===== src/rtl/uart_tx_pkg.sv =====
// Shared types and constants for the UART transmitter.
package uart_tx_pkg;

    localparam int DATA_BITS = 8;

    typedef enum logic [1:0] {
        PAR_NONE  = 2'b00,
        PAR_EVEN  = 2'b01,
        PAR_ODD   = 2'b10,
        PAR_NONE2 = 2'b11
    } parity_mode_e;

    typedef enum logic [2:0] {
        IDLE   = 3'd0,
        START  = 3'd1,
        DATA   = 3'd2,
        PARITY = 3'd3,
        STOP   = 3'd4
    } tx_state_e;

    // Even parity is the plain XOR of the byte; odd parity is its inverse.
    function automatic logic calc_parity(input logic [DATA_BITS-1:0] data,
                                         input parity_mode_e mode);
        return (^data) ^ (mode == PAR_ODD);
    endfunction

endpackage


===== src/rtl/uart_baud_tick.sv =====
// Bit-period tick generator: pulses o_tick on the last cycle of each bit period.
module uart_baud_tick #(
    parameter int CLKS_PER_BIT = 1
) (
    input  logic i_clk,
    input  logic i_rst_n,
    input  logic i_srst,
    output logic o_tick
);

    localparam logic [15:0] LAST_CNT = 16'(CLKS_PER_BIT - 1);

    logic [15:0] r_cnt;

    // Period counter, held at zero while idle so each frame starts a fresh period.
    always_ff @(posedge i_clk or negedge i_rst_n) begin
        if (!i_rst_n) begin
            r_cnt <= 16'd0;
        end else if (i_srst) begin
            r_cnt <= 16'd0;
        end else if (r_cnt == LAST_CNT) begin
            r_cnt <= 16'd0;
        end else begin
            r_cnt <= r_cnt + 16'd1;
        end
    end

    assign o_tick = (r_cnt == LAST_CNT) && !i_srst;

endmodule


===== src/rtl/uart_tx_top.sv =====
// UART transmitter: start bit, 8 data bits LSB first, optional parity, one stop bit.
module uart_tx_top
    import uart_tx_pkg::*;
#(
    parameter int CLKS_PER_BIT = 1
) (
    input  logic       CLK,
    input  logic       RST_N,
    input  logic       VALID,
    input  logic [7:0] DATA_IN,
    input  logic [1:0] PARITY_MODE,
    output logic       TXD
);

    localparam logic [2:0] LAST_BIT = 3'(DATA_BITS - 1);

    tx_state_e              r_state;
    logic [2:0]             r_bit_idx;
    logic [DATA_BITS-1:0]   r_data;
    parity_mode_e           r_mode;
    logic                   r_txd;

    logic w_tick;
    logic w_parity;
    logic w_has_parity;
    logic w_baud_srst;

    assign w_baud_srst  = (r_state == IDLE);
    assign w_parity     = calc_parity(r_data, r_mode);
    assign w_has_parity = (r_mode == PAR_EVEN) || (r_mode == PAR_ODD);
    assign TXD          = r_txd;

    uart_baud_tick #(
        .CLKS_PER_BIT(CLKS_PER_BIT)
    ) u_baud_tick (
        .i_clk  (CLK),
        .i_rst_n(RST_N),
        .i_srst (w_baud_srst),
        .o_tick (w_tick)
    );

    // Frame sequencer; TXD is registered so the line changes right after the edge.
    always_ff @(posedge CLK or negedge RST_N) begin
        if (!RST_N) begin
            r_state   <= IDLE;
            r_bit_idx <= 3'd0;
            r_data    <= 8'h00;
            r_mode    <= PAR_NONE;
            r_txd     <= 1'b1;
        end else begin
            case (r_state)
                IDLE: begin
                    if (VALID) begin
                        r_state   <= START;
                        r_data    <= DATA_IN;
                        r_mode    <= parity_mode_e'(PARITY_MODE);
                        r_bit_idx <= 3'd0;
                        r_txd     <= 1'b0;
                    end else begin
                        r_txd     <= 1'b1;
                    end
                end
                START: begin
                    if (w_tick) begin
                        r_state   <= DATA;
                        r_bit_idx <= 3'd0;
                        r_txd     <= r_data[0];
                    end
                end
                DATA: begin
                    if (w_tick) begin
                        if (r_bit_idx == LAST_BIT) begin
                            if (w_has_parity) begin
                                r_state <= PARITY;
                                r_txd   <= w_parity;
                            end else begin
                                r_state <= STOP;
                                r_txd   <= 1'b1;
                            end
                        end else begin
                            r_bit_idx <= r_bit_idx + 3'd1;
                            r_txd     <= r_data[r_bit_idx + 3'd1];
                        end
                    end
                end
                PARITY: begin
                    if (w_tick) begin
                        r_state <= STOP;
                        r_txd   <= 1'b1;
                    end
                end
                STOP: begin
                    if (w_tick) begin
                        r_state   <= IDLE;
                        r_bit_idx <= 3'd0;
                        r_txd     <= 1'b1;
                    end
                end
                default: begin
                    r_state   <= IDLE;
                    r_bit_idx <= 3'd0;
                    r_txd     <= 1'b1;
                end
            endcase
        end
    end

endmodule


===== config.mk =====
export PLATFORM = sky130hd
export DESIGN_NAME = uart_tx_top
export DESIGN_NICKNAME = d
export VERILOG_FILES = /design/src/rtl/uart_tx_pkg.sv /design/src/rtl/uart_baud_tick.sv /design/src/rtl/uart_tx_top.sv
export SDC_FILE = /design/constraint.sdc
export NUM_CORES = 1
export LEC_CHECK = 0
export ABC_CLOCK_PERIOD_IN_PS = 2600
export CORE_MARGIN = 2
export CORE_UTILIZATION = 27
export DETAILED_ROUTE_END_ITERATION = 7
export GPL_TIMING_DRIVEN = 0
export MAX_ROUTING_LAYER = met4
export PLACE_DENSITY_LB_ADDON = 0.15
export SYNTH_ARGS = -nofsm -noshare
export SYNTH_HDL_FRONTEND = slang
export SYNTH_SLANG_ARGS = --single-unit

===== constraint.sdc =====
create_clock -name CLK -period 2.6 [get_ports CLK]
set_input_delay 0.39 -clock CLK [delete_from_list [all_inputs] [get_ports CLK]]
set_output_delay 0.39 -clock CLK [all_outputs]
set_load 0.02 [all_outputs]

=== Word-level counts from Yosys, hierarchy flattened ===
Index checks and enable logic that the tools add are counted.

* Add/subtract/negate cells: 2
* $mul: 0
* Divide/modulo/power cells: 0
* Magnitude comparators: 1
* Eq/ne operators: 16
* Shifts and indexed selects: 0
* Multiplexer cells: 23
* Bitwise gates (word level): 2
* Reductions and logical operators: 12

{| class="wikitable"
|+ Operator list
! operator !! number
|-
| 2-to-1 mux 16 bit || 2
|-
| 2-to-1 mux 3 bit || 10
|-
| adder 16 x 1 -> 16 bit (second input constant) || 1
|-
| zero test 16 bit || 1
|-
| case mux 3 bit (5 select lines) || 1
|-
| != test 2 x 1 -> 1 bit (second input constant) || 6
|-
| case mux 3 bit (4 select lines) || 1
|-
| parity 8 bit || 1
|-
| 2-to-1 mux 1 bit || 7
|-
| equality test 3 x 2 -> 1 bit (second input constant) || 2
|-
| equality test 3 bit (second input constant) || 2
|-
| != test 2 bit (second input constant) || 3
|-
| AND reduction 6 bit || 1
|-
| AND reduction 5 bit || 1
|-
| less-than comparator 3 x 4 -> 1 bit (second input constant) || 1
|-
| case mux 1 bit (4 select lines) || 1
|-
| OR reduction 2 bit || 2
|-
| adder 3 x 1 -> 3 bit (second input constant) || 1
|-
| binary-select mux 1 bit (select 3 bit) || 1
|-
| equality test 3 x 1 -> 1 bit (second input constant) || 1
|-
| zero test 3 bit || 1
|-
| AND reduction 3 bit || 1
|-
| equality test 2 x 1 -> 1 bit (second input constant) || 1
|-
| equality test 2 bit (second input constant) || 1
|-
| 6 further kinds || 6
|}

* Bits in registers: 33
* Bits in latches: 0
* RAM bits: 0
* Memory bits (read-only): 0
* Bits of input ports: 13
* Output and inout bits: 1
* Memories: 0

=== Logic depth before layout (Yosys ltp) ===
* Depth after elaboration: 6
* Gate-level depth with buffers: 8

=== Hierarchy ===
Synthesis repeated with hierarchy kept, for this count alone.

* Cell total of the unflattened synthesis: 177
* Area, all modules: 1891.8 µm²

{| class="wikitable"
|+ Modules (own cells, without submodules)
! module !! times used !! cells an instance !! area an instance (µm²)
|-
| uart_tx_top || 1 || 90 || 1027.2
|-
| uart_baud_tick || 1 || 87 || 864.6
|}

=== Worst setup path after synthesis ===
Ideal clock, no wire load.

* Path type: register to register
* From: register r_bit_idx[0]
* To: register r_bit_idx[0]
* Library setup time: 0.064 ns
* Data arrival time: 1.815 ns
* Required time: 2.536 ns
* Setup slack: 0.720 ns
* Stages on the path, launching flop included: 6
* Period minus slack after synthesis: 1.880 ns
* Path through: dfrtp_1 ha_1 ha_1 or4b_2 and2b_1 mux2_4

* Longest elaborated chain between the ends: 4
* Elaborated cells between the ends (all ways): 7
* Classes of those cells: add/sub: 1; eq/ne: 2; mux: 3; reduce/logical: 1

{| class="wikitable"
|+ Ends and longest elaborated chain
! element !! RTL line !! text
|-
| start, declared || uart_tx_top.sv:18 || <nowiki>logic [2:0] r_bit_idx;</nowiki>
|-
| start signal, assigned || uart_tx_top.sv:81 || <nowiki>r_bit_idx <= r_bit_idx + 3'd1;</nowiki>
|-
| adder 3 x 1 -> 3 bit || uart_tx_top.sv:81 ||
|-
| 2-to-1 mux 3 bit || uart_tx_top.sv:72 || <nowiki>if (r_bit_idx == LAST_BIT) begin</nowiki>
|-
| 2-to-1 mux 3 bit || uart_tx_top.sv:71 || <nowiki>if (w_tick) begin</nowiki>
|-
| case mux 3 bit (4 select lines) || uart_tx_top.sv:51 || <nowiki>case (r_state)</nowiki>
|}

Parallel ways exist; a longest one is shown, timed or not. The select of a mux whose other input is x is not followed.
A chain may end at the register's enable or synchronous reset.

=== Final worst setup path ===
* From: register r_bit_idx[0]
* To: register r_bit_idx[2]

The elaborated chain is that of the path after synthesis.

==> flow_metrics.tcl <==
set metrics [dict create \
    status "complete, no violations" \
    cts_hold_buffers 0 \
    post-route-min-period_ns 2.05 \
    worst_pin_slew_ns 0.773 \
    hold_violations 0 \
    avgSynthCellArea_um2 10.6 \
    clock_path_buffers 2 \
    cts_sinks 33 \
    swShare 0.334 \
    pre_cts_slack_ns 0.577 \
    ys_seq_area_frac 0.451 \
    num_vias 1285 \
    dpl.hpwl_mm 2.61 \
    power.density_nw_per_um2 946 \
    grt-ovfl-total 0 \
    finalCritPeriodShare 0.790 \
    fillers 712 \
    routabilityCongestion 0.847 \
    drt_iter0_drc 24 \
    critPathKind "flip-flop to flip-flop" \
    p_sw_w 0.000676 \
    pwr-share-seq 0.372 \
    die_area_um2 7470 \
    maxCapViolCount 0 \
    intPower_w 0.00135 \
    pwr-share-clk 0.187 \
    dr.pass1.iters 4 \
    skew_ns 0.0110 \
    max_freq_mhz 487 \
    max_slew_margin 0.485 \
    drive_gt1_frac 0.160 \
    synth_edf_count 0 \
    syn_nets 191 \
    cts_tree "built" \
    diodes 0 \
    fin_hold_ws_ns 0.173 \
    root_buffer "clkbuf_8" \
    portBuffers 13 \
    nNetsFinal 211 \
    setup_violations 0 \
    coreArea_um2 6680 \
    pwr-share-comb 0.441 \
    grt_antenna_before_repair 0 \
    r2r_cells 5 \
    rsz0062_at_grt "no" \
    clkTransAtPathRegs_ns 0.07 \
    syn_inst 173 \
    drc 0 \
    async_reset_ff_frac 1.00 \
    cts-resized-gates 0 \
    worst_slack_ns 0.546 \
    critPathRequiredTime_ns 2.82 \
    drt-total-wl_mm 3.64 \
    ys.flop_type "dfrtp_1" \
    ys_types 42 \
    post-cts-setup-buffer-count 0 \
    track_usage 0.115 \
    grt_start_max_net_pins 34 \
    critPathMaxFanout 4 \
    synthesis.area_um2 1840 \
    arrival_ns 2.28 \
    yosys_warnings 0 \
    cp-start-kind "flip-flop" \
    cts_buffers 5 \
    synth_seq_cells 33 \
    grt_pass1_vias 1303 \
    vias_per_cell 4.69 \
    rows 30 \
    timing.setup.tns_ns 0 \
    cts_htree_levels 2 \
    clk_latency_ns 0.28 \
    io_pins 14 \
    p_leak_nw 0.845 \
    syn2layout_area_growth_pct 16.6 \
    wl_per_cell_um 13.3 \
    dieHeight_um 86.5 \
    start_util 0.275 \
    final_max_slew_viol_count 0 \
    ant_nets 0 \
    critPathCaptureType "flip-flop" \
    grt_pass1_wl_mm 6.53 \
    die_w_um 86.5 \
    ir_drop_uv 282 \
    hp-class "input pin to asynchronous set/reset pin" \
]
## layout by cell type (no fill, tap or decap), types with 2 or more instances in the layout
cell type,n
o21ai_0,8
nor4_2,2
nor2b_1,3
a21oi_1,8
a22o_1,2
mux4_2,2
mux2_2,9
dfrtp_1,32
inv_1,10
clkbuf_8,5
and3_1,2
nand3_1,5
xnor2_1,13
nor2_1,18
mux2i_1,2
clkbuf_1,6
or3_1,4
nand2b_1,3
buf_2,4
clkdlybuf4s50_1,12
xor2_1,4
nand2_1,6
nor3_1,9
ha_1,5
## synth_stat cells (all sizes together), types with 2 or more instances
cell type | number | area (µm²)
nor4 | 3 | 46.3
nand4 | 2 | 18.8
mux2i | 2 | 20.0
inv | 10 | 37.5
buf | 4 | 26.3
and3 | 2 | 12.5
nand3 | 6 | 35.0
mux4 | 2 | 45.0
nor2 | 18 | 67.6
clkbuf | 3 | 11.3
o21ai | 8 | 40.0
mux2 | 10 | 116
nand2b | 3 | 18.8
nor4b | 2 | 23.8
nor2b | 3 | 18.8
xor2 | 4 | 35.0
nor3 | 9 | 45.0
or3 | 4 | 25.0
a21oi | 8 | 40.0
xnor2 | 13 | 114
a22o | 2 | 17.5
ha | 5 | 62.6
nand2 | 6 | 22.5
dfrtp | 32 | 801
## power by group through the flow
| stage | logic (W) | registers, W | clock network, W |
|---|---|---|---|
| 2_1_floorplan | 0.000718 | 0.000744 | 0 |
| 3_3_place_gp | 0.000904 | 0.000766 | 0 |
| 3_5_place_dp | 0.000899 | 0.000765 | 0 |
| 4_1_cts | 0.000908 | 0.000756 | 0.000399 |
| 5_1_grt | 0.00101 | 0.000776 | 0.000422 |
| 6_report | 0.000893 | 0.000753 | 0.000379 |
## cells by family after synthesis
family | count (synthesis) | synth area share
and+or+nand+nor | 63 | 0.205
adders and majority gates | 5 | 0.0341
DFF | 33 | 0.451
xor gates and xnor gates | 18 | 0.0934
AOI/OAI and AO/OA | 23 | 0.0770
buffers and inverters | 17 | 0.0409
muxes | 14 | 0.0988
## state kept, by name (all words and copies together), names as in the netlist
register           cells
TXD                    1
r_bit_idx              3
r_state                3
u_baud_tick.r_cnt     16
r_data                 8
r_mode                 2
## layer usage
layer | track usage | wire, µm | vias to the layer above
met5 | - | 0 | -
met2 | 0.161 | 1570 | 14
met3 | 0.0295 | 106 | 4
li1 | - | - | 642
met4 | 0.0384 | 39 | 0
met1 | 0.161 | 1920 | 625
## metrics by stage
stage	cells	cell area (µm²)	total power (W)	utilization
floorplan	173	1840	0.00146	-
global placement	266	2070	0.00167	0.309
detailed placement	266	2060	0.00166	0.308
CTS	274	2140	0.00206	0.320
global route	274	2140	0.00220	0.320
finish	274	2140	0.00203	0.320
## area by class of cell
cell class,count,area [µm²],area share
clock buffers,8,80.1,0.0374
multi-input cells,123,933,0.436
repair buffers,13,125,0.0584
plain buffers,7,37.5,0.0175
inverters,10,37.5,0.0175
flip-flops and latches,33,827,0.386
well taps,80,100,0.0468
## worst max-delay path, cell delays in order (launching register included)
cell,delay (ns)
dfrtp_1,0.45
ha_1,0.23
ha_1,0.22
or4b_2,0.67
and2b_1,0.27
a22o_1,0.15
## path summary, 6_finish.rpt
kind                                           from                               to  slack (ns)
max reg2reg                r_bit_idx[0]$_DFFE_PN0P_         r_bit_idx[2]$_DFFE_PN0P_        0.55
max in group asynchronous                     RST_N  u_baud_tick.r_cnt[13]$_DFF_PN0_        1.92
max                        r_bit_idx[0]$_DFFE_PN0P_         r_bit_idx[2]$_DFFE_PN0P_        0.55
min                                           RST_N           r_state[2]$_DFFE_PN0P_        0.17
min reg2reg                r_bit_idx[1]$_DFFE_PN0P_         r_bit_idx[1]$_DFFE_PN0P_        0.51
min in group CLK           r_bit_idx[1]$_DFFE_PN0P_         r_bit_idx[1]$_DFFE_PN0P_        0.51
Note: power is estimated with default switching activity, not from simulation.
